==> config.mk <==
export PLATFORM = sky130hd
export DESIGN_NAME = lives_bar_object
export DESIGN_NICKNAME = d
export VERILOG_FILES = /design/src/rtl/lives_bar_object.sv
export SDC_FILE = /design/constraint.sdc
export NUM_CORES = 1
export LEC_CHECK = 0
export CORE_MARGIN = 8
export CORE_UTILIZATION = 40
export DETAILED_ROUTE_END_ITERATION = 8
export PLACE_DENSITY = 0.68
export SLEW_MARGIN = 20
export SYNTH_ARGS = -nofsm -noshare
export SYNTH_HDL_FRONTEND = slang
export SYNTH_SLANG_ARGS = --single-unit
==> constraint.sdc <==
create_clock -name clk -period 4.32 [get_ports clk]
set_input_delay 0.432 -clock clk [delete_from_list [all_inputs] [get_ports clk]]
set_output_delay 0.432 -clock clk [all_outputs]
set_load 0.01 [all_outputs]
==> src/rtl/lives_bar_object.sv <==
// Row of MAX_LIVES heart slots with its own lives counter, blink-on-loss sequence and game-over state.
// Latency: pixel outputs are registered, one cycle after pixelX/pixelY; livesLeft/gameOver follow pulses by one cycle.
// Backpressure: none; pulse inputs are sampled every cycle and the pixel stream is never stalled.
//
// Ports: clk/resetN (async active-low); pixelX/pixelY/startOfFrame from the VGA timing;
// loseLife/gainLife/restart one-cycle control pulses; offsetX/offsetY/heartIndex to the heart bitmap ROM;
// drawingRequest/RGBout to the object mux; livesLeft/gameOver as game status.
module lives_bar_object #(
    parameter int         MAX_LIVES     = 3,
    parameter int         HEART_W       = 20,
    parameter int         HEART_H       = 16,
    parameter int         GAP           = 2,
    parameter int         top_X         = 548,
    parameter int         top_Y         = 5,
    parameter logic [7:0] OBJECT_COLOR  = 8'h5b,
    parameter int         BLINK_PERIOD  = 8,
    parameter int         BLINK_TOGGLES = 6
) (
    input  logic        clk,
    input  logic        resetN,
    input  logic [10:0] pixelX,
    input  logic [10:0] pixelY,
    input  logic        startOfFrame,
    input  logic        loseLife,
    input  logic        gainLife,
    input  logic        restart,
    output logic [10:0] offsetX,
    output logic [10:0] offsetY,
    output logic        drawingRequest,
    output logic [7:0]  RGBout,
    output logic [3:0]  heartIndex,
    output logic [3:0]  livesLeft,
    output logic        gameOver
);

    localparam int PITCH = HEART_W + GAP;
    localparam int FW    = (BLINK_PERIOD > 1) ? $clog2(BLINK_PERIOD) : 1;
    localparam int TW    = $clog2(BLINK_TOGGLES + 1);

    localparam logic [3:0]    MAX4       = 4'(MAX_LIVES);
    localparam logic [FW-1:0] FRAME_LAST = FW'(BLINK_PERIOD - 1);
    localparam logic [TW-1:0] TOGGLE_END = TW'(BLINK_TOGGLES);
    localparam logic [10:0]   Y_TOP      = 11'(top_Y);
    localparam logic [10:0]   Y_BOT      = 11'(top_Y + HEART_H);

    typedef enum logic [1:0] {IDLE, BLINK, GAME_OVER} state_t;

    state_t        state, state_nx;
    logic [3:0]    lives, lives_nx;
    logic [FW-1:0] frame_cnt, frame_nx;
    logic [TW-1:0] toggle_cnt, toggle_nx;
    logic          blink_on, blink_nx;

    // State and counter register
    always_ff @(posedge clk or negedge resetN) begin
        if (!resetN) begin
            state      <= IDLE;
            lives      <= MAX4;
            frame_cnt  <= '0;
            toggle_cnt <= '0;
            blink_on   <= 1'b0;
        end else begin
            state      <= state_nx;
            lives      <= lives_nx;
            frame_cnt  <= frame_nx;
            toggle_cnt <= toggle_nx;
            blink_on   <= blink_nx;
        end
    end

    // Next-state logic. restart beats everything; lose+gain together cancel out.
    always_comb begin
        state_nx  = state;
        lives_nx  = lives;
        frame_nx  = frame_cnt;
        toggle_nx = toggle_cnt;
        blink_nx  = blink_on;
        if (restart) begin
            state_nx  = IDLE;
            lives_nx  = MAX4;
            frame_nx  = '0;
            toggle_nx = '0;
            blink_nx  = 1'b0;
        end else if (!(loseLife && gainLife)) begin
            case (state)
                IDLE: begin
                    if (loseLife && lives != 4'd0) begin
                        lives_nx  = lives - 4'd1;
                        state_nx  = BLINK;
                        frame_nx  = '0;
                        toggle_nx = '0;
                        blink_nx  = 1'b0;
                    end else if (gainLife && lives < MAX4) begin
                        lives_nx = lives + 4'd1;
                    end
                end
                BLINK: begin
                    if (loseLife && lives != 4'd0) begin
                        // Another loss restarts the sequence on the next slot down
                        lives_nx  = lives - 4'd1;
                        frame_nx  = '0;
                        toggle_nx = '0;
                        blink_nx  = 1'b0;
                    end else if (gainLife) begin
                        if (lives < MAX4) begin
                            lives_nx = lives + 4'd1;
                        end
                        state_nx  = IDLE;
                        frame_nx  = '0;
                        toggle_nx = '0;
                        blink_nx  = 1'b0;
                    end else if (toggle_cnt == TOGGLE_END) begin
                        state_nx  = (lives == 4'd0) ? GAME_OVER : IDLE;
                        frame_nx  = '0;
                        toggle_nx = '0;
                        blink_nx  = 1'b0;
                    end else if (startOfFrame) begin
                        if (frame_cnt == FRAME_LAST) begin
                            frame_nx  = '0;
                            blink_nx  = ~blink_on;
                            toggle_nx = toggle_cnt + TW'(1);
                        end else begin
                            frame_nx = frame_cnt + FW'(1);
                        end
                    end
                end
                default: begin
                end
            endcase
        end
    end

    // FSM outputs
    always_comb begin
        livesLeft = lives;
        gameOver  = (state == GAME_OVER);
    end

    // Slot hit test: each slot compared against its own constant bounds.
    logic        hit;
    logic [3:0]  hit_idx;
    logic [10:0] hit_left;

    always_comb begin
        hit      = 1'b0;
        hit_idx  = 4'd0;
        hit_left = 11'd0;
        for (int i = 0; i < MAX_LIVES; i++) begin
            if (pixelX >= 11'(top_X + i * PITCH) &&
                pixelX <  11'(top_X + i * PITCH + HEART_W) &&
                pixelY >= Y_TOP && pixelY < Y_BOT &&
                state != GAME_OVER &&
                ((4'(i) < lives) ||
                 (state == BLINK && 4'(i) == lives && blink_on))) begin
                hit      = 1'b1;
                hit_idx  = 4'(i);
                hit_left = 11'(top_X + i * PITCH);
            end
        end
    end

    // Registered pixel outputs
    always_ff @(posedge clk or negedge resetN) begin
        if (!resetN) begin
            drawingRequest <= 1'b0;
            RGBout         <= 8'h00;
            offsetX        <= 11'd0;
            offsetY        <= 11'd0;
            heartIndex     <= 4'd0;
        end else if (hit) begin
            drawingRequest <= 1'b1;
            RGBout         <= OBJECT_COLOR;
            offsetX        <= pixelX - hit_left;
            offsetY        <= pixelY - Y_TOP;
            heartIndex     <= hit_idx;
        end else begin
            drawingRequest <= 1'b0;
            RGBout         <= 8'hFF;
            offsetX        <= 11'd0;
            offsetY        <= 11'd0;
            heartIndex     <= 4'd0;
        end
    end

endmodule

# ---- After elaboration in Yosys (flattened, before gate mapping)
# Index checks and enable logic that the tools add are counted.
dict set report op_classes {
  n_eq_ne 16
  n_reduce_logical 35
  n_bitwise 1
  add_sub_neg 6
  muxes 55
  n_lt_le_gt_ge 12
}
# operator count
set ops {}
lappend ops {{2-to-1 mux 3 bit} 15}
lappend ops {{2-to-1 mux 4 bit} 9}
lappend ops {{>= comparator 11 x 10 -> 1 bit, second input constant} 3}
lappend ops {{less-than comparator 11 x 10 -> 1 bit, second input constant} 3}
lappend ops {{2-to-1 mux 11 bit} 3}
lappend ops {{logical AND 1 bit} 24}
lappend ops {{2-to-1 mux 10 bit} 2}
lappend ops {{inequality test 4 bit, second input constant} 4}
lappend ops {{AND reduction 5 bit} 3}
lappend ops {{2-to-1 mux 2 bit} 7}
lappend ops {{2-to-1 mux 1 bit} 13}
lappend ops {{inequality test 6 bit, second input constant} 2}
lappend ops {{case mux 3 bit (2 select lines)} 2}
lappend ops {{>= comparator 11 x 3 -> 1 bit, second input constant} 1}
lappend ops {{less-than comparator 11 x 5 -> 1 bit, second input constant} 1}
lappend ops {{subtractor 11 bit} 1}
lappend ops {{subtractor 11 x 3 -> 11 bit, second input constant} 1}
lappend ops {{less-than comparator 1 x 4 -> 1 bit, first input constant} 2}
lappend ops {{2-to-1 mux 8 bit} 1}
lappend ops {{case mux 4 bit (2 select lines)} 1}
lappend ops {{adder 3 x 1 -> 3 bit, second input constant} 2}
lappend ops {{equality test 3 bit, second input constant} 2}
lappend ops {{inequality test 3 bit, second input constant} 2}
lappend ops {{adder 4 x 1 -> 4 bit, second input constant} 1}
lappend ops {{other kinds (17)} 20}
dict set report totals {
  output_inout_bits 40
  in_bits 28
  regBits 48
  wordCells 135
}

# ---- Depth between registers and ports, before layout
# Gate-level depths: netlist of run 1.
dict set report depth {
  depth_word 11
  depth_mapped 14
  mapped_depth_nobuf 13
}

# ---- Worst setup path after synthesis of run 1
# OpenSTA, ideal clock, no wires.
dict set report synth_timing {
  kind {register to register}
  from {register lives[1], in the netlist livesLeft[1]}
  to {register offsetX[9]}
  period_less_slack_ps 3096
  setup_time_ps 111
  stages_incl_launch_ff 13
  setup_slack_ps 1224
  required_ps 4209
  path_buffers 0
  arrival_time_ps 2984
  cell_sequence {dfstp_2 -> inv_1 -> ha_1 -> a2111oi_2 -> nor3_2 -> and4_1 -> ha_1 -> fa_1 -> nor2b_1 -> o21a_1 -> o21a_1 -> mux2i_1 -> a2111oi_2}
}
dict set report synth_via {
  elab_chain_len 10
  elab_cells_between_ends 26
  cone_classes {1 x add/sub; 3 x order compare; 2 x eq/ne; 7 x mux; 13 x reduce/logical}
}
# element line
set synth_rtl {}
lappend synth_rtl {{from (decl)} 49} ;# logic [3:0] lives, lives_nx;
lappend synth_rtl {{from (signal assigned)} 64} ;# lives <= lives_nx;
lappend synth_rtl {{branches (longest 9 deep; another with subtractor 11 bit)} -}
lappend synth_rtl {{2-to-1 mux 11 bit (*)} 170} ;# end else if (hit) begin
lappend synth_rtl {{to (signal assigned)} 173} ;# offsetX <= pixelX - hit_left;
lappend synth_rtl {{to (decl)} 27} ;# output logic [10:0] offsetX,
# Mark *: on every way between the ends.
# A chain may end at the register's enable or synchronous reset.

# ---- Final worst setup path of run 1
dict set report layout_timing {
  from {input port pixelX[7]}
  to {register offsetX[9]}
}
dict set report layout_via {
  elab_chain_len 11
  elab_cells_between_ends 29
  cone_classes {1 x add/sub; 6 x order compare; 7 x mux; 15 x reduce/logical}
}
# element line
set layout_rtl {}
lappend layout_rtl {{from (decl)} 21} ;# input logic [10:0] pixelX,
lappend layout_rtl {{>= comparator 11 x 10 -> 1 bit or less-than comparator 11 x 10 -> 1 bit (tied branches)} {149, 150}}
lappend layout_rtl {{logical AND 1 bit} 149} ;# if (pixelX >= 11'(top_X + i * PITCH) &&
lappend layout_rtl {{logical AND 1 bit} 150} ;# pixelX < 11'(top_X + i * PITCH + HEART_W) &&
lappend layout_rtl {{logical AND 1 bit (2 in a row)} 151} ;# pixelY >= Y_TOP && pixelY < Y_BOT &&
lappend layout_rtl {{logical AND 1 bit} 152} ;# state != GAME_OVER &&
lappend layout_rtl {{2-to-1 mux 10 bit (2 in a row)} 149}
lappend layout_rtl {{2-to-1 mux 11 bit} 149}
lappend layout_rtl {{subtractor 11 bit} 173}
lappend layout_rtl {{2-to-1 mux 11 bit (*)} 170}
# Every way passes the cells marked *; elsewhere a longest branch is shown, timed or not.

==> metrics.md, run 1 <==
| Metric | Value |
|---|---|
| Synth warn | `0` |
| Congestion Overflow GR | `0` |
| Max Slew Vio Count | `0` |
| Pwr/cell area | `264 nW/um^2` |
| Layout fillers | `roughly 550` |
| DP Wirelength | `approximately 4400 microns` |
| Core area | `5960 sq um` |
| Synth cell count leaders | `dfrtp_1 (38), nor2_1 (29), inv_1 (20)` |
| Share of layout cells above drive strength 1 | `8.60%` |
| Hold-fix buffers, CTS | `0` |
| Initial antenna violation count | `0` |
| TritonCTS Buffers | `5` |
| Non-filler cells, final | `~390` |
| Startpoint types | `input pin` |
| Placed instance count | `between 300 and 400` |
| Initial Utilization | `41.4%` |
| Cell row count | `28` |
| Worst R2R Setup Slack | `approximately 0.94 ns` |
| Vias in the first global route | `1972` |
| Yosys cell types | `58` |
| CTS max path bufs | `2` |
| Nets | `357` |
| Root Driver | `clkbuf_8` |
| FF+latch count, synth | `40` |
| Vias per Instance | `approximately 5.1` |
| Post-synthesis sequential area ratio | `between 40% and 50%` |
| Final Hold Vio Count | `0` |
| Final period util | `between 80 and 90%` |
| Avg Cell Area, Syn | `9.75 sq um` |
| Max-cap check violation count | `0` |
| Worst hold path type | `input pin to async pin` |
| Die area | `about 9000 sq um` |
| First-pass GRT wire length | `9200 microns` |
| Critical path capture point type | `register` |
| Cell taking the most area after synthesis | `dfrtp_1` |
| Clock latency on the worst-skew pair | `between 0.2 and 0.3 ns` |
| Ys async rst share | `100%` |
| Outcome | `complete, no violations` |
| Max_slew headroom | `a little over two fifths` |
| CTS tree | `done` |
| CP Data Arrival Time | `3.71 ns` |
| WL/cell | `14.4 microns` |
| Die Span Y | `94.5 microns` |
| Synth Flop Type | `dfrtp_1` |
| Crit path max fanout | `6` |
| Worst Path Required | `~4.5 ns` |
| Synth area leaders | `dfrtp_1 (39%), ha_1 (7.6%), nor2_1 (4.4%)` |
| Largest net degree at the start of global routing | `41` |
| Unrepaired setup endpoints after global routing | `no` |
| Initial DRC Count | `approximately 70` |
| Static Leakage | `1.40 nW` |
| Die Wd | `94.5 microns` |
| Final setup TNS | `0 ns` |
| Area added between synthesis and finish | `31.3%` |
| Setup Buffers After CTS | `0` |
| Post-synth EDFFs | `0` |
| H-tree levels | `2` |
| Total wire length | `approximately 5600 microns` |
| Peak supply drop | `between 0.1 and 0.15 mV` |
| Max frequency | `284 MHz` |
| Clock Skew | `~0.0045 ns` |
| # IOs | `68` |
| Crit path time final | `roughly 3.5 ns` |
| PortBufs | `65` |
| Slew at the pin with the worst max-slew slack | `0.850 ns` |
| Worst Setup Path Type | `input pin to register` |
| Most frequent cell after synthesis | `dfrtp_1` |
| Clk sinks | `40` |
| R2R depth | `12` |
| Routability congestion estimate | `0.799` |
| Synthesized area | `2470 sq um` |
| DRC | `0` |
| Mapped Cells | `253` |
| Router iterations before antenna repair | `4` |
| Gr usage total | `12.7%` |
| Post-cts sizing count | `0` |
| Clk pin slew, worst setup/hold paths | `0.08 ns` |
| Top cell type's share of synthesized area | `38.5%` |
| # diodes | `0` |
| Util after Layout | `54.4%` |
| Setup violators final | `0` |
| Routed via count | `between 1.5k and 2k` |
| Detail Route Antenna Nets | `0` |
==> critical path, cell delays in order <==
cell and delay, ns:
clkdlybuf4s50_1 0.50, or4b_4 0.62, nor3_2 0.40, and4_1 0.33, inv_1 0.07, ha_1 0.32
nor2b_1 0.23, o21a_1 0.16, o21a_1 0.24, mux2i_1 0.14, a2111oi_2 0.27
==> power by group <==
group / switching (mW) / total (mW) / internal (mW)
Sequential: 0.00969 / 0.391 / 0.382
Combinational: 0.0808 / 0.155 / 0.0739
Clock: 0.134 / 0.308 / 0.174
Total: 0.225 / 0.854 / 0.629
==> area by class of cell <==
cell class | instances | area (sq um) | area share [%]
clock inverter | 3 | 47.5 | 1.47
sequential | 40 | 1000 | 31.0
timing repair buffer | 66 | 657 | 20.3
clock buffer | 5 | 68.8 | 2.12
tap | 75 | 93.8 | 2.90
inverter | 21 | 78.8 | 2.43
multi-input combinational | 179 | 1290 | 39.8
==> logic make-up (layout without fill, tap and decap cells) <==
logic type | count (synthesis) | count (layout) | share of synthesized area (%)
other | 2 | 3 | 0.304
XOR/XNOR | 8 | 8 | 2.84
multiplexers | 4 | 4 | 1.62
buffers and inverters | 35 | 95 | 7.20
adder cells (fa/ha/maj) | 16 | 16 | 8.42
flip-flops | 40 | 40 | 40.7
AO/OA/AOI/OAI | 54 | 54 | 17.2
AND/OR/NAND/NOR | 94 | 94 | 21.8
==> placed cells by master (no fill, tap or decap), types with 2 or more instances in the layout <==
cell type and count:
nand2_1 11, and4_1 3, o21ai_0 11, a2111oi_2 4, o22ai_1 2, and3b_1 2
nor4b_1 2, o31a_1 2, xor2_1 2, mux2i_1 4, nor3_2 4, nor2_1 29
nand2b_1 3, inv_1 20, a32o_1 3, nand3_1 6, nor2b_1 8, o211ai_1 2
a21oi_1 6, nor3_1 8, xnor2_1 6, o31ai_1 2, a31oi_1 4, clkinv_4 2
ha_1 15, or4_1 4, conb_1 3, and2_1 4, clkbuf_8 5, dfrtp_1 38
o21a_1 6, dfstp_2 2, clkdlybuf4s50_1 64
==> flip-flops by register name, summed over array words and instances, names as in the netlist <==
signal / flops
RGBout: 2
blink_on: 1
drawingRequest: 1
frame_cnt: 3
heartIndex: 2
livesLeft: 4
offsetX: 11
offsetY: 11
state: 2
toggle_cnt: 3
==> per-layer routing <==
layer	vias up	global-route usage (%)	wire [microns]
li1	1014	-	-
met2	46	21.7	2680
met4	0	3.90	38
met5	-	0	0
met1	929	15.5	2540
met3	4	3.02	363
==> metrics by stage <==
step / area, sq um / power, mW / hold WS [ns] / setup WS [ns]
after floorplan: 2470 / 0.488 / 0.136 / 1.22
after global placement: 3110 / 0.552 / 0.463 / 0.638
after detailed placement: 3110 / 0.553 / 0.462 / 0.512
after CTS: 3230 / 0.871 / 0.283 / 0.782
after global routing: 3240 / 0.900 / 0.324 / 0.616
final: 3240 / 0.854 / 0.246 / 0.795
==> path summary, 6_finish.rpt <==
path	from	end
max in group asynchronous	resetN	offsetX[10]
setup reg to reg	livesLeft[1]	offsetX[9]
setup / recovery	pixelX[7]	offsetX[9]
min in group clk	blink_on	blink_on
hold reg to reg	blink_on	blink_on
hold / removal	resetN	offsetX[5]
Note: power is estimated with default switching activity, not from simulation.
==> run 2: changes to the inputs <==
clock period = 3.6 ns   (was 4.32 ns; I/O delays follow)
==> run 2 against run 1 <==
- combinational power is 22% higher
- sequential cell count is the same
- utilization rose by 0.61 points
==> metrics.md, run 2 (synthesized netlist as in run 1, its figures left out) <==
| Metric | Value |
|---|---|
| Post-cts sizing count | `0 (unchanged)` |
| Final Cell Area | `3280 sq um (+1.1%)` |
| CTS max path bufs | `2 (unchanged)` |
| Die area | `8940 sq um (unchanged)` |
| Initial Utilization | `41.4% (unchanged)` |
| Worst hold path type | `input pin to async pin` |
| Setup violators final | `0 (unchanged)` |
| Gr usage total | `12.8% (+0.12 points)` |
| DRC | `0 (unchanged)` |
| Worst reg2reg startpoint | `livesLeft[1]` |
| Nets | `362 (+1.4%)` |
| Worst R2R Setup Slack | `0.26 ns (-0.68 ns)` |
| Max Slew Vio Count | `0 (unchanged)` |
| Clock Skew | `0.00762 ns (+0.00308 ns)` |
| Commonest non-fill, non-tap cell in the layout | `clkdlybuf4s50_1` |
| Worst Hold Margin | `0.175 ns (-0.0714 ns)` |
| Vias in the first global route | `1988 (+0.81%)` |
| Clk pin slew, worst setup/hold paths | `0.09 ns (about the same)` |
| Clock latency on the worst-skew pair | `0.29 ns (about the same)` |
| Critical path capture point type | `register` |
| Post-Place Worst Slack | `0.00208 ns (-0.510 ns)` |
| Routed via count | `2076 (+4.2%)` |
| WL/cell | `14.5 microns (+0.45%)` |
| DP Area | `3160 sq um (+1.4%)` |
| Unrepaired setup endpoints after global routing | `no` |
| Startpoint types | `register` |
| Final setup TNS | `0 ns (unchanged)` |
| Crit path max fanout | `7 (+1)` |
| Hold-fix buffers, CTS | `0 (unchanged)` |
| Total wire length | `5710 microns (+1.7%)` |
| # diodes | `0 (unchanged)` |
| Die Span Y | `94.5 microns (unchanged)` |
| H-tree levels | `2 (unchanged)` |
| TritonCTS Buffers | `5 (unchanged)` |
| Area added between synthesis and finish | `32.8%` |
| CP Data Arrival Time | `3.53 ns (-0.18 ns)` |
| Reg2reg end | `offsetX[9]` |
| PortBufs | `65 (unchanged)` |
| Worst Setup Path Type | `register to register` |
| # IOs | `68 (unchanged)` |
| Routability congestion estimate | `0.847 (+6.0%)` |
| DP Wirelength | `4510 microns (+2.5%)` |
| Detail Route Antenna Nets | `0 (unchanged)` |
| Largest net degree at the start of global routing | `41 (unchanged)` |
| First-pass GRT wire length | `9230 microns (+0.30%)` |
| Setup Buffers After CTS | `0 (unchanged)` |
| Max-cap check violation count | `0 (unchanged)` |
| Die Wd | `94.5 microns (unchanged)` |
| CTS tree | `done` |
| Util after Layout | `55.0% (+0.61 points)` |
| Share of layout cells above drive strength 1 | `10.3% (+1.7 points)` |
| Final Hold Vio Count | `0 (unchanged)` |
| Final setup margin | `0.260 ns (-0.534 ns)` |
| Pwr/cell area | `316 nW/um^2 (+20%)` |
| Worst Path Required | `3.79 ns (-0.71 ns)` |
| Clk sinks | `40 (unchanged)` |
| Outcome | `complete, no violations` |
| Most frequent cells in the layout | `clkdlybuf4s50_1 (64), dfrtp_1 (38), nor2_1 (29)` |
| Initial DRC Count | `53 (-22%)` |
| Peak supply drop | `0.159 mV (+19%)` |
| Power, Total | `1.04 mW (+21%)` |
| Crit path time final | `3.34 ns` |
| Core area | `5960 sq um (unchanged)` |
| Final period util | `92.8%` |
| Congestion Overflow GR | `0 (unchanged)` |
| Slew at the pin with the worst max-slew slack | `0.881 ns (+0.0310 ns)` |
| Cell row count | `28 (unchanged)` |
| Layout fillers | `551 (-0.18%)` |
| Router iterations before antenna repair | `4 (unchanged)` |
| Static Leakage | `1.42 nW (+1.4%)` |
| Max frequency | `299 MHz` |
| Max_slew headroom | `41.3% (-2.1 points)` |
| Initial antenna violation count | `0 (unchanged)` |
| Vias per Instance | `5.27 (+2.8%)` |
| Placed instance count | `386 (+1.6%)` |
| R2R depth | `12 (unchanged)` |
| Non-filler cells, final | `394 (+1.3%)` |
| Root Driver | `clkbuf_8` |
==> run 2: worst max-delay path: stages (launching register included) <==
cell,delay [ns]
dfstp_2,0.60
inv_1,0.08
ha_1,0.21
a2111oi_2,0.38
nor3_2,0.14
and4_1,0.27
ha_1,0.22
fa_1,0.38
nor2b_1,0.18
o21a_1,0.15
o21a_1,0.23
mux2i_1,0.12
a2111oi_2,0.28
==> run 2: final cells by class <==
type	count	area [sq um]	area share [%]
clock buffer	5	68.8	2.10
sequential	40	1000	30.6
tap	75	93.8	2.86
multi-input combinational	179	1290	39.5
clock inverter	3	46.3	1.41
inverter	21	78.8	2.41
timing repair buffer	71	691	21.1
==> run 2: worst max-delay path by stage <==
stage / slack (ns) / cells past startpoint / start / to
6_report: 0.26 / 12 / livesLeft[1] / offsetX[9]
5_1_grt: 0.03 / 12 / livesLeft[1] / offsetX[9]
4_1_cts: 0.23 / 12 / livesLeft[1] / offsetX[9]
3_5_place_dp: 0.002 / 11 / pixelX[10] / offsetX[9]
3_3_place_gp: 0.08 / 11 / pixelX[7] / offsetX[9]
2_1_floorplan: 0.50 / 12 / livesLeft[1] / offsetX[9]
==> run 2: power by group <==
group	switching, mW	total (mW)	internal (mW)
clock network	0.168	0.377	0.209
registers	0.0117	0.470	0.458
logic	0.0979	0.189	0.0915
total	0.278	1.04	0.758
==> run 2: per-layer routing <==
layer	track usage, %	share of wire (%)	vias to the layer above
li1	-	-	1022
met1	15.5	44	991
met2	21.8	48	57
met3	2.86	6.6	6
met4	4.94	0.77	0
met5	0	0	-
==> run 3: changes to the inputs <==
CORE_UTILIZATION = 36   (was 40)
PLACE_DENSITY = 0.63   (was 0.68)
==> run 3 against run 2 <==
- count of clock-buffer cells in the layout unchanged
- combinational power is essentially flat
- sequential cell count unchanged
- wire length is 3.2% higher
- non-clock buffer count unchanged
- die area rose by 9.2%
- utilization shrank 6.2 points
- worst setup slack better by 0.029 ns
- hold slack gained 0.014 ns
==> metrics.md, run 3 (synthesized netlist as in run 1, its figures left out) <==
| Metric | Value |
|---|---|
| Outcome | `complete, no violations` |
| Worst Setup Path Type | `register to register` |
| Clock Skew | `0.00907 ns (+0.00145 ns)` |
| Non-filler cells, final | `399 (+1.3%)` |
| Gr usage total | `12.3% (-0.50 points)` |
| Internal power | `758 uW (-0.11%)` |
| PortBufs | `65 (unchanged)` |
| First-pass GRT wire length | `9790 microns (+6.1%)` |
| Final Hold Vio Count | `0 (unchanged)` |
| Hold-fix buffers, CTS | `0 (unchanged)` |
| Critical Path Max Stage Delay | `0.59 ns (about the same)` |
| Sw frac | `27.3% (+0.50 points)` |
| TritonCTS Buffers | `5 (unchanged)` |
| Ordered cell list for the critical path | `inv_1 > ha_1 > or3b_1 > o22ai_1 > a21oi_1 > and2_1 > inv_1 > ha_1 > nor2b_1 > o31a_1 > o21ai_0 > nand2b_1 > a31oi_1` |
| Sequential cell area | `1000 sq um (unchanged)` |
| Post-cts sizing count | `0 (unchanged)` |
| Psw | `285 uW (+2.4%)` |
| Die area | `9760 sq um (+9.2%)` |
| Max_slew headroom | `39.6% (-1.7 points)` |
| Worst Path Required | `3.82 ns (+0.03 ns)` |
| Detail Route Antenna Nets | `0 (unchanged)` |
| Clock latency on the worst-skew pair | `0.30 ns (about the same)` |
| CP max stage cell | `dfstp_2` |
| Largest net degree at the start of global routing | `41 (unchanged)` |
| Router iterations before antenna repair | `4 (unchanged)` |
| Clock network fraction of design power | `36.7% (+0.3 points)` |
| Setup Buffers After CTS | `0 (unchanged)` |
| Pwr/cell area | `318 nW/um^2 (+0.46%)` |
| # IOs | `68 (unchanged)` |
| Final setup TNS | `0 ns (unchanged)` |
| Peak supply drop | `0.136 mV (-15%)` |
| Clk pin slew, worst setup/hold paths | `0.08 ns (about the same)` |
| Max-cap check violation count | `0 (unchanged)` |
| Setup violators final | `0 (unchanged)` |
| CP delay by family, top | `compound AO/OA/AOI/OAI gates` |
| WL/cell | `14.8 microns (+1.9%)` |
| Die Wd | `98.8 microns (+4.5%)` |
| Crit path time final | `3.31 ns (-0.0286 ns)` |
| Final period util | `92.0% (-0.80 points)` |
| Cell depth of the worst setup path | `13 (+1)` |
| Root Driver | `clkbuf_8` |
| CTS tree | `done` |
| Vias in the first global route | `2093 (+5.3%)` |
| CTS max path bufs | `2 (unchanged)` |
| Cell row count | `30 (+7.1%)` |
| Congestion Overflow GR | `0 (unchanged)` |
| Worst Setup EP | `offsetX[10]` |
| Initial DRC Count | `104 (+96%)` |
| Worst R2R Setup Slack | `0.29 ns (+0.03 ns)` |
| R2R depth | `13 (+1)` |
| CP bufs+invs | `2 (+1)` |
| Initial antenna violation count | `0 (unchanged)` |
| H-tree levels | `2 (unchanged)` |
| Power, Total | `1.04 mW (+0.57%)` |
| Unrepaired setup endpoints after global routing | `no` |
| Area added between synthesis and finish | `32.9%` |
| Startpoint types | `register` |
| Share of layout cells above drive strength 1 | `10.0% (-0.31 points)` |
| Multi-input logic area | `1290 sq um (-0.29%)` |
| Crit path max fanout | `6 (-1)` |
| Routability congestion estimate | `0.802 (-5.4%)` |
| Static Leakage | `1.42 nW (+0.31%)` |
| Die Span Y | `98.8 microns (+4.5%)` |
| Total wire length | `5900 microns (+3.2%)` |
| Flop pwr share | `45.1% (-0.2 points)` |
| Clk sinks | `40 (unchanged)` |
| Commonest non-fill, non-tap cell in the layout | `clkdlybuf4s50_1` |
| Core area | `6720 sq um (+13%)` |
| CP Data Arrival Time | `3.53 ns (about the same)` |
| Max Slew Vio Count | `0 (unchanged)` |
| Most frequent cells in the layout | `clkdlybuf4s50_1 (64), dfrtp_1 (38), nor2_1 (29)` |
| Placed instance count | `391 (+1.3%)` |
| Final setup margin | `0.289 ns (+0.0286 ns)` |
| Initial Utilization | `36.7% (-4.7 points)` |
| Post-Place Worst Slack | `0.153 ns (+0.151 ns)` |
| # diodes | `0 (unchanged)` |
| Critical Path Source | `livesLeft[0]` |
| Combinational power share | `18.2% (about the same)` |
| Vias per Instance | `5.13 (-2.7%)` |
| Reg2reg end | `offsetX[10]` |
| DRC | `0 (unchanged)` |
| Max frequency | `302 MHz (+0.87%)` |
| Critical path capture point type | `register` |
| Layout fillers | `626 (+14%)` |
| Routed via count | `2045 (-1.5%)` |
| Nets | `362 (unchanged)` |
| Worst reg2reg startpoint | `livesLeft[0]` |
| DP Wirelength | `4610 microns (+2.2%)` |
| Worst hold path type | `input pin to async pin` |
| Slew at the pin with the worst max-slew slack | `0.907 ns (+0.0254 ns)` |
[run 3: worst register-to-register path: stages (launching register included)]
cell and delay, ns:
dfstp_2 0.59, inv_1 0.09, ha_1 0.24, or3b_1 0.26
o22ai_1 0.11, a21oi_1 0.34, and2_1 0.27, inv_1 0.06
ha_1 0.26, nor2b_1 0.15, o31a_1 0.28, o21ai_0 0.30
nand2b_1 0.11, a31oi_1 0.17
[run 3: area by class of cell]
class                   count  share of cell area [%]
multi-input cells         179                    39.3
clock inverters             3                    1.45
inverters                  21                    2.40
repair buffers             71                    21.1
well taps                  80                    3.05
clock buffers               5                    2.10
flip-flops and latches     40                    30.6
[run 3: per-stage QoR]
stage	hold WS, ns	util (%)	area [sq um]
2_1_floorplan	0.0644	-	2470
3_3_place_gp	0.467	47.1	3160
3_5_place_dp	0.482	47.1	3160
4_1_cts	0.227	48.8	3280
5_1_grt	0.258	48.8	3280
6_report	0.189	48.8	3280
[run 3: layer usage]
metal | up-vias | GRT usage [%] | share of wire, %
li1 | 1015 | - | -
met1 | 966 | 14.7 | 45
met2 | 55 | 20.8 | 47
met3 | 9 | 3.38 | 6.8
met4 | 0 | 4.25 | 0.98
met5 | - | 0 | 0
[run 3: worst min-delay path by stage]
stage	startpoint	to	slack (ns)	cells past startpoint
5_1_grt	resetN	offsetY[7]	0.26	1
2_1_floorplan	resetN	RGBout[5]	0.06	0
3_5_place_dp	blink_on	blink_on	0.48	1
3_3_place_gp	blink_on	blink_on	0.47	1
6_report	resetN	offsetX[6]	0.19	1
4_1_cts	resetN	offsetX[9]	0.23	1
[run 3: power groups by stage]
| stage | combinational [mW] | sequential, mW | clock [mW] |
|---|---|---|---|
| final | 0.190 | 0.470 | 0.383 |
| after global placement | 0.188 | 0.478 | 0 |
| after floorplan | 0.109 | 0.477 | 0 |
| after detailed placement | 0.190 | 0.479 | 0 |
| after CTS | 0.191 | 0.470 | 0.396 |
| after global routing | 0.212 | 0.471 | 0.417 |
==> RTL edit: new RTL, config.mk and constraints of run 1 <==
Put a register stage on the output `livesLeft`, cleared by the reset. The value now appears one clock later. The other outputs are not delayed to match. Comments in the files are not updated.
--- a/src/rtl/lives_bar_object.sv
+++ b/src/rtl/lives_bar_object.sv
@@ -44,6 +44,8 @@
     localparam logic [10:0]   Y_BOT      = 11'(top_Y + HEART_H);
 
     typedef enum logic [1:0] {IDLE, BLINK, GAME_OVER} state_t;
+
+    logic [3:0] livesLeft_d;
 
     state_t        state, state_nx;
     logic [3:0]    lives, lives_nx;
@@ -132,7 +134,7 @@
 
     // FSM outputs
     always_comb begin
-        livesLeft = lives;
+        livesLeft_d = lives;
         gameOver  = (state == GAME_OVER);
     end
 
@@ -182,5 +184,13 @@
         end
     end
 
+    always_ff @(posedge clk or negedge resetN) begin
+        if (!resetN) begin
+            livesLeft <= '0;
+        end else begin
+            livesLeft <= livesLeft_d;
+        end
+    end
+
 endmodule
 
Formal check against the unedited RTL: not equivalent (a bounded check fails within 4 cycles, from zero or initial values and one cycle with resetN low).
==> RTL edit against run 1 <==
Sequential cell count is 4 higher. Design area grew 17%. Non-clock buffer count is 3 higher. Power rose by 28%. Setup slack got worse by 0.16 ns. Wire length up 27%. Clock skew grew 0.0065 ns. Area after synthesis is 22% higher. Largest cell class unchanged.
==> RTL edit: results (changes against run 1) <==
[power]
pwr-share-clk_pct = 29.9  ; was 36.1%
power_leakage_nw = 1.53  ; was 1.40 nW
p_comb_share_pct = 27.5  ; was 18.1%
vdd.ir_drop.worst_mv = 0.137  ; was 0.133 mV
p_int_mw = 0.749  ; was 0.629 mW

[placed_design]
place_inst = 439  ; was 380
dp_hpwl_mm = 5.48  ; was 4.40 mm
place.gp.congestion = 0.876  ; was 0.799

[run_status]
outcome = complete, no violations  ; unchanged

[cts]
post-cts-setup-buffers = 0  ; unchanged
post_cts_resized = 0  ; unchanged
htreeDepth = 2  ; unchanged
clock_latency_ns = 0.31  ; was 0.29 ns

[synth]
ys_top_cells_by_count = dfrtp_1 (42), inv_1 (16), nor2_1 (16), ha_1 (15), buf_4 (12)  ; was dfrtp_1 (38), nor2_1 (29), inv_1 (20), ha_1 (15)
synthMostInstantiatedCell = dfrtp_1  ; unchanged
postSynth.asyncResetShare_pct = 100  ; unchanged
yosys-top-cells-area = dfrtp_1 (35%), ha_1 (6.2%), a211oi_2 (4.6%)  ; was dfrtp_1 (39%), ha_1 (7.6%), nor2_1 (4.4%)
synthDistinctLibCells = 70  ; was 58
synth_cells = 293  ; was 253
yosysWarnings = 0  ; unchanged
synth_seq_area_share_pct = 36.7  ; was 40.7%

[worst_setup_path]
cpLargestDelayFamily = simple AND/OR/NAND/NOR gates  ; unchanged
crit_path_max_fanout = 14  ; was 6
worst-r2r-setup-slack_ns = 0.64  ; was 0.94 ns
worst_path_max_delay_cell = dfstp_2  ; was or4b_4
r2r-end = offsetX[10]  ; was offsetX[9]
crit_arrival_ns = 3.84  ; was 3.71 ns
rr_startpoint = lives[0]  ; was livesLeft[1]
critPathMaxStageDelay_ns = 0.58  ; was 0.62 ns
r2r.worst_path.cells = 12  ; unchanged

[timing]
finClkSkew_ns = 0.0110  ; was 0.00454 ns
setup_tns_ns = 0  ; unchanged
worst_pin_slew_ns = 0.895  ; was 0.850 ns
whs_ns = 0.110  ; was 0.246 ns

[grt]
grt_max_degree = 45  ; was 41
grt_pass1_wl_mm = 11.5  ; was 9.20 mm
grt_pass1_vias = 2328  ; was 1972
grt_usage_pct = 13.7  ; was 12.7%
antenna_found_initial = 0  ; unchanged

[final_layout]
nets = 391  ; was 357
reg.largest.list = offsetX: 11 flops, offsetY: 11 flops
instances_no_fill = 447  ; was 389
drive_gt1_share_pct = 14.1  ; was 8.60%
n_fill_cell = 684  ; was 552

[min_path]
hp-class = in -> async  ; unchanged

[route]
drt_iter0_markers = 82  ; was 68
via_count = 2438  ; was 1993
wirelength_mm = 7.12  ; was 5.62 mm

RTL edit: cell types whose count changed after synthesis, moves of 5 or more:
cell	run 1	this run
nor2_1	29	16
a21oi_1	6	11
a211oi_1	1	7
a211oi_2	1	11
RTL edit: how the worst max path moves through the flow:
stage                          from           to  slack [ns]  depth (start not counted)
after floorplan            lives[0]  offsetX[10]        0.96                         14
after CTS                  lives[0]  offsetX[10]        0.64                         12
after detailed placement  pixelY[9]  offsetX[10]        0.51                         10
after global placement    pixelY[9]  offsetX[10]        0.57                         10
after global routing       lives[0]  offsetX[10]        0.40                         12
final                      lives[0]  offsetX[10]        0.64                         12
RTL edit: per-layer routing:
metal  vias up  GRT usage [%]  wire [µm]
met4         0           3.72         67
met3         7           3.58        460
met1      1169           16.0       2940
met5         -              0          0
met2        61           24.1       3650
li1       1201              -          -
RTL edit: through the flow:
stage	setup WS [ns]	power, mW	area, µm²
final	0.635	1.09	3780
after floorplan	0.956	0.671	3010
after global placement	0.573	0.770	3660
after CTS	0.637	1.10	3770
after global routing	0.400	1.15	3780
after detailed placement	0.507	0.774	3660
RTL edit: layout make-up:
| class | count | area share (%) |
|---|---|---|
| clock inverters | 3 | 1.23 |
| inverters | 16 | 1.59 |
| repair buffers | 69 | 18.0 |
| flip-flops and latches | 44 | 29.2 |
| well taps | 99 | 3.28 |
| clock buffers | 5 | 1.82 |
| multi-input cells | 211 | 44.9 |
RTL edit: cells by family (layout without fill, tap and decap cells):
group	count (synthesis)	count (layout)	share of synthesized area (%)
and+or+nand+nor	93	93	19.2
AOI/OAI and AO/OA	90	90	27.1
DFF	44	44	36.7
buffers and inverters	39	93	6.99
adders and majority gates	16	16	6.91
xor gates and xnor gates	5	5	1.46
muxes	4	4	1.42
other	2	3	0.250
